File: src/rtl/dmem_bus_ctrl.sv
// Data-memory bus controller between the MEM stage and a req/gnt/rvalid bus.
// Runs one access at a time and stalls the pipeline until it completes.
module dmem_bus_ctrl #(
  parameter int TIMEOUT_CYCLES = 255,
  parameter int CNT_W          = 16
) (
  input  logic        clk,
  input  logic        rst,
  input  logic        mem_re_i,
  input  logic [3:0]  mem_we_i,
  input  logic [31:0] mem_raddr_i,
  input  logic [31:0] mem_waddr_i,
  input  logic [31:0] mem_wdata_i,
  output logic [31:0] mem_rdata_o,
  output logic        stall_o,
  output logic        err_o,
  output logic        bus_req_o,
  output logic [31:0] bus_addr_o,
  output logic        bus_we_o,
  output logic [3:0]  bus_be_o,
  output logic [31:0] bus_wdata_o,
  input  logic        bus_gnt_i,
  input  logic        bus_rvalid_i,
  input  logic [31:0] bus_rdata_i,
  input  logic        bus_err_i
);

  typedef enum logic [1:0] {
    IDLE,
    REQ,
    RESP,
    DONE
  } state_t;

  state_t           state_q;
  state_t           state_d;
  logic [CNT_W-1:0] cnt_q;
  logic             store;
  logic             access;
  logic             tmo;
  logic             complete;
  logic             abort;

  assign store  = |mem_we_i;
  assign access = mem_re_i | store;
  assign tmo    = (cnt_q == CNT_W'(TIMEOUT_CYCLES - 1));

  // Next state, stall and completion/abort decisions.
  always_comb begin
    state_d  = state_q;
    stall_o  = 1'b0;
    complete = 1'b0;
    abort    = 1'b0;
    unique case (state_q)
      IDLE: begin
        stall_o = access;
        if (access) state_d = REQ;
      end
      REQ: begin
        stall_o = 1'b1;
        if (bus_gnt_i && bus_rvalid_i) begin
          complete = 1'b1;
          state_d  = DONE;
        end else if (tmo) begin
          abort   = 1'b1;
          state_d = DONE;
        end else if (bus_gnt_i) begin
          state_d = RESP;
        end
      end
      RESP: begin
        stall_o = 1'b1;
        if (bus_rvalid_i) begin
          complete = 1'b1;
          state_d  = DONE;
        end else if (tmo) begin
          abort   = 1'b1;
          state_d = DONE;
        end
      end
      DONE: begin
        state_d = IDLE;
      end
      default: begin
        state_d = IDLE;
      end
    endcase
  end

  // State, bus request registers, timeout counter and returned data.
  always_ff @(posedge clk) begin
    if (rst) begin
      state_q     <= IDLE;
      bus_req_o   <= 1'b0;
      bus_addr_o  <= '0;
      bus_we_o    <= 1'b0;
      bus_be_o    <= '0;
      bus_wdata_o <= '0;
      mem_rdata_o <= '0;
      err_o       <= 1'b0;
      cnt_q       <= '0;
    end else begin
      state_q <= state_d;
      err_o   <= 1'b0;
      if (state_q == IDLE && access) begin
        bus_req_o <= 1'b1;
        cnt_q     <= '0;
        if (store) begin
          bus_addr_o  <= {mem_waddr_i[31:2], 2'b00};
          bus_we_o    <= 1'b1;
          bus_be_o    <= mem_we_i;
          bus_wdata_o <= mem_wdata_i;
        end else begin
          bus_addr_o  <= {mem_raddr_i[31:2], 2'b00};
          bus_we_o    <= 1'b0;
          bus_be_o    <= 4'b1111;
          bus_wdata_o <= '0;
        end
      end
      if (state_q == REQ || state_q == RESP) begin
        cnt_q <= cnt_q + CNT_W'(1);
      end
      if (state_q == REQ && bus_gnt_i) begin
        bus_req_o <= 1'b0;
      end
      if (complete) begin
        err_o <= bus_err_i;
        if (bus_err_i || bus_we_o) mem_rdata_o <= '0;
        else mem_rdata_o <= bus_rdata_i;
      end
      if (abort) begin
        bus_req_o   <= 1'b0;
        mem_rdata_o <= '0;
        err_o       <= 1'b1;
      end
    end
  end

endmodule

File: config.mk
export PLATFORM = sky130hd
export DESIGN_NAME = dmem_bus_ctrl
export DESIGN_NICKNAME = d
export VERILOG_FILES = /design/src/rtl/dmem_bus_ctrl.sv
export SDC_FILE = /design/constraint.sdc
export NUM_CORES = 1
export LEC_CHECK = 0
export CAP_MARGIN = 15
export CORE_MARGIN = 4
export CORE_UTILIZATION = 25
export CTS_CLUSTER_SIZE = 12
export DETAILED_ROUTE_END_ITERATION = 8
export HOLD_SLACK_MARGIN = 0.08
export PLACE_DENSITY = 0.6
export SLEW_MARGIN = 20
export SYNTH_ARGS = -nofsm -noshare
export SYNTH_HDL_FRONTEND = slang
export SYNTH_SLANG_ARGS = --single-unit
File: constraint.sdc
create_clock -name clk -period 2.6 [get_ports clk]
set_clock_uncertainty 0.15 [all_clocks]
set_input_delay 0.52 -clock clk [delete_from_list [all_inputs] [get_ports clk]]
set_output_delay 0.52 -clock clk [all_outputs]
set_load 0.1 [all_outputs]
==> metrics.txt <==
# TYPE chip_impl_metric gauge
chip_impl_metric{name="worst-slew-pin-transition",unit="ps"} 482
chip_impl_metric{name="synth-adder-area-share",unit="%"} 1.75
chip_impl_metric{name="placement.setup.worst_slack",unit="ps"} -184
chip_impl_metric{name="netlist_instances",unit=""} 597
chip_impl_info{name="reg_to_reg_critical_path_startpoint",value="cnt_q[8]"} 1
chip_impl_metric{name="sw_frac_of_total",unit="%"} 51.6
chip_impl_metric{name="clock_sinks",unit=""} 119
chip_impl_metric{name="final_antenna_violating_net_count",unit=""} 0
chip_impl_metric{name="post_drt_via_cell_ratio",unit=""} 4.63
chip_impl_metric{name="detailedRoute.firstIterationViolations",unit=""} 250
chip_impl_metric{name="synth-seq-area-share",unit="%"} 47.5
chip_impl_metric{name="min_period_over_period",unit="%"} 97.2
chip_impl_metric{name="finalCoreUtilization",unit="%"} 41.1
chip_impl_metric{name="grt_max_degree",unit=""} 65
chip_impl_metric{name="setup_viol",unit=""} 0
chip_impl_metric{name="wl_met3",unit="um"} 1340
chip_impl_metric{name="comb_power_share",unit="%"} 53.5
chip_impl_info{name="status",value="finished, final reports clean"} 1
chip_impl_metric{name="yosysUniqueCellTypes",unit=""} 49
chip_impl_metric{name="synth_enable_flop_cells",unit=""} 0
chip_impl_metric{name="power.sequential.fraction",unit="%"} 23.8
chip_impl_metric{name="global_route_wire_length_before_repair",unit="um"} 24600
chip_impl_metric{name="rows",unit=""} 51
chip_impl_metric{name="power.density",unit="nW/um^2"} 1300
chip_impl_metric{name="gp_routability_congestion",unit=""} 0.762
chip_impl_metric{name="antenna_found_initial",unit=""} 0
chip_impl_metric{name="finalNetCount",unit=""} 965
chip_impl_metric{name="holdPathStages",unit=""} 2
chip_impl_metric{name="maxCapViolCount",unit=""} 0
chip_impl_metric{name="initial_utilization",unit="%"} 25.6
chip_impl_metric{name="cts-htree-levels",unit=""} 4
chip_impl_metric{name="die_area",unit="um^2"} 22400
chip_impl_metric{name="drt-total-wl",unit="um"} 15800
chip_impl_metric{name="ys_ff_latch",unit=""} 119
chip_impl_metric{name="floorplan.die.height",unit="um"} 150
chip_impl_metric{name="drtPass1Iterations",unit=""} 4
chip_impl_metric{name="finalHoldViolations",unit=""} 0
chip_impl_metric{name="power_switching",unit="uW"} 5400
chip_impl_metric{name="setup_tns",unit="ps"} 0
chip_impl_metric{name="critPathRequiredTime",unit="ps"} 1930
chip_impl_metric{name="power_leakage",unit="uW"} 0.00320
chip_impl_metric{name="placed_cells",unit=""} 1066
chip_impl_metric{name="synth-compound-area-share",unit="%"} 20.1
chip_impl_metric{name="num-fill-cells",unit=""} 1989
chip_impl_metric{name="synth-warning-count",unit=""} 0
chip_impl_metric{name="cts.path.max_buffers",unit=""} 2
chip_impl_metric{name="final_hpwl_from_detailed_placement",unit="um"} 11200
chip_impl_info{name="yosys_most_used_dff",value="dfxtp_1"} 1
chip_impl_metric{name="ir_drop",unit="uV"} 738
chip_impl_info{name="hold_path_startpoint",value="mem_rdata_o[11]"} 1
chip_impl_info{name="cp-start-kind",value="primary input"} 1
chip_impl_metric{name="per_cell_routed_wire_length",unit="um"} 14.4
chip_impl_metric{name="netlist_area",unit="um^2"} 5010
chip_impl_metric{name="met2WireLength",unit="um"} 7500
chip_impl_metric{name="worst-endpoint-arrival",unit="ps"} 1860
chip_impl_info{name="cts-root-buf",value="clkbuf_16"} 1
chip_impl_info{name="highest_metal_used",value="met4"} 1
chip_impl_info{name="main_combinational_cell_family_by_area_after_synthesis",value="simple AND/OR/NAND/NOR gates"} 1
chip_impl_info{name="tritoncts",value="done"} 1
chip_impl_metric{name="syn-mean-instance-area",unit="um^2"} 8.40
chip_impl_metric{name="xor_xnor_cell_area_share_of_the_yosys_netlist",unit="%"} 0.699
chip_impl_metric{name="rrSetupSlack",unit="ps"} 530
chip_impl_metric{name="final.setup.worst_slack",unit="ps"} 72.1
chip_impl_metric{name="core_area",unit="um^2"} 19600
chip_impl_metric{name="route.detailed.drc",unit=""} 0
chip_impl_info{name="synth_area_leader_cell",value="dfxtp_1"} 1
chip_impl_metric{name="clock_insertion_delay_worst_skew",unit="ps"} 410
chip_impl_metric{name="postSynth.asyncResetShare",unit="%"} 0
chip_impl_metric{name="min_period",unit="ps"} 2530
chip_impl_metric{name="areaGrowthSynthToFinish",unit="%"} 60.6
chip_impl_metric{name="dr_total_vias",unit=""} 5088
chip_impl_info{name="worst_setup_path_category",value="in -> out"} 1
chip_impl_metric{name="final_cell_count_no_fill",unit=""} 1098
chip_impl_metric{name="insertedDiodeCount",unit=""} 0
chip_impl_info{name="unrepaired_setup_endpoints_after_global_routing",value="false"} 1
chip_impl_metric{name="top_level_ports",unit=""} 242
chip_impl_metric{name="cts_buffer_count",unit=""} 17
chip_impl_metric{name="worst_relative_slew_slack",unit="%"} 67.0
chip_impl_metric{name="grt_pass1_vias",unit=""} 4808
chip_impl_metric{name="cellInternalPower",unit="uW"} 5060
chip_impl_metric{name="port-buffer-count",unit=""} 235
chip_impl_metric{name="die_w",unit="um"} 150
chip_impl_metric{name="overflow",unit=""} 0
chip_impl_metric{name="finalMaxSlewViolations",unit=""} 0
chip_impl_metric{name="ff2ff_path_depth",unit=""} 4
chip_impl_info{name="dominant_cells_by_area_after_synthesis",value="dfxtp_1 48%, nand2_1 7.9%, a311oi_1 5.2%"} 1
chip_impl_info{name="holdCritPathClass",value="reg -> reg"} 1
chip_impl_metric{name="maxClockFrequency",unit="GHz"} 0.396
chip_impl_metric{name="critPathMaxFanout",unit=""} 2
chip_impl_metric{name="post_route_cells_drive_above_1_share",unit="%"} 20.9
chip_impl_metric{name="fraction_of_power_consumed_by_the_clock_network",unit="%"} 22.7
chip_impl_metric{name="post_synth_and_or_nand_nor_area_fraction",unit="%"} 23.4
chip_impl_metric{name="synth_largest_type_area_fraction",unit="%"} 47.5
chip_impl_metric{name="synthMuxAreaShare",unit="%"} 0.200
chip_impl_metric{name="route.layer.met1.wl",unit="um"} 6800
chip_impl_info{name="worstHoldEndpoint",value="mem_rdata_o[11]"} 1
chip_impl_info{name="cp-end-kind",value="output port"} 1
chip_impl_metric{name="combined_global_route_utilization_of_all_metal_layers",unit="%"} 13.7
chip_impl_info{name="worst_r2r_endpoint",value="mem_rdata_o[22]"} 1
chip_impl_metric{name="clkSlewWorstSetupHoldPaths",unit="ps"} 60
-- through the flow --
step / hold slack, ps / instance area (um^2) / power [uW]
after floorplan: 335 / 5030 / 6760
after global placement: 290 / 7450 / 8150
after detailed placement: 295 / 7450 / 8150
after CTS: 303 / 8050 / 10600
after global routing: 316 / 8050 / 10900
final: 299 / 8050 / 10500
-- kinds of logic (layout without fill, tap and decap cells) --
logic type	after synthesis	after routing
flip-flops	119	119
XOR/XNOR	4	4
AO/OA/AOI/OAI	140	140
adder cells (fa/ha/maj)	7	7
buffers and inverters	64	299
AND/OR/NAND/NOR	261	261
multiplexers	1	1
other	1	2
-- cell usage in the layout (no fill, tap or decap), drive strengths merged, types with 2 or more instances in the layout --
cell type / Yosys / layout
clkdlybuf4s50: 0 / 129
buf: 16 / 126
dfxtp: 119 / 119
nand2: 105 / 105
nor2: 67 / 67
nand3: 51 / 51
a21oi: 46 / 46
a22oi: 32 / 32
a311oi: 30 / 30
clkbuf: 39 / 19
inv: 8 / 10
nand4: 8 / 8
clkinv: 1 / 8
ha: 7 / 7
nor3: 6 / 6
o21ai: 6 / 6
or4: 5 / 5
o221a: 4 / 4
o21a: 4 / 4
o311ai: 4 / 4
nor4: 4 / 4
nand2b: 3 / 3
nand4b: 3 / 3
and3: 3 / 3
and4: 3 / 3
dlygate4sd2: 0 / 3
a21boi: 2 / 2
xor2: 2 / 2
a211oi: 2 / 2
xnor2: 2 / 2
conb: 1 / 2
clkinvlp: 0 / 2
bufinv: 0 / 2
-- layout make-up --
cell class              count  area (um^2)  area share, %
clock inverters            13          146           1.82
flip-flops and latches    119         2380           29.6
inverters                   9         35.0          0.435
clock buffers              19          453           5.63
well taps                 265          332           4.12
multi-input cells         415         2350           29.2
repair buffers            258         2350           29.2
-- Yosys cell counts (all sizes together), types with 2 or more instances --
| cell type | instances |
|---|---|
| xor2 | 2 |
| nand2b | 3 |
| or4 | 5 |
| nor4 | 4 |
| a211oi | 2 |
| clkbuf | 39 |
| nor3 | 6 |
| ha | 7 |
| a311oi | 30 |
| nand4 | 8 |
| dfxtp | 119 |
| xnor2 | 2 |
| and4 | 3 |
| o21ai | 6 |
| nand4b | 3 |
| inv | 8 |
| nand2 | 105 |
| o221a | 4 |
| buf | 16 |
| a21boi | 2 |
| o21a | 4 |
| and3 | 3 |
| nand3 | 51 |
| o311ai | 4 |
| a21oi | 46 |
| a22oi | 32 |
| nor2 | 67 |
-- worst max-delay path, stage by stage --
cell	delay, ps
clkdlybuf4s50_1	430
or4_4	460
o21ai_4	190
a21oi_4	80
buf_12	160
-- power groups by stage --
stage / clock, uW / combinational (uW) / sequential (uW)
after floorplan: 0 / 1400 / 5370
after global placement: 0 / 5630 / 2520
after detailed placement: 0 / 5630 / 2530
after CTS: 2450 / 5630 / 2500
after global routing: 2520 / 5860 / 2550
final: 2370 / 5590 / 2490
-- flip-flops by register name, indices dropped and copies added, names as in the netlist --
name and flops:
cnt_q 16, bus_wdata_o 32, bus_req_o 1, mem_rdata_o 32, bus_addr_o 30, bus_we_o 1, state_q 2, bus_be_o 4
err_o 1
-- per-layer routing --
layer,vias to the layer above,GRT usage (%)
met4,0,4.49
met2,177,22.2
met5,-,0
met3,13,5.36
met1,2325,16.6
li1,2573,-
-- how the worst max path moves through the flow --
stage,from,end,depth (start not counted),slack (ps)
global route,mem_we_i[0],stall_o,5,20
detailed placement,mem_we_i[0],cnt_q[14],7,-180
global placement,mem_we_i[0],cnt_q[5],7,-160
CTS,mem_we_i[0],stall_o,5,30
finish,mem_we_i[0],stall_o,5,70
floorplan,mem_we_i[0],stall_o,6,70
-- what timing repair did --
item	4_1_cts	5_1_grt
setup endpoints to repair	1	1
hold buffers	0	0
cloned	0	0
pin swaps	3	1
resized for setup	4	0
hold endpoints to repair	0	0
setup buffers	0	0
Power figures use the tool's default switching activity.
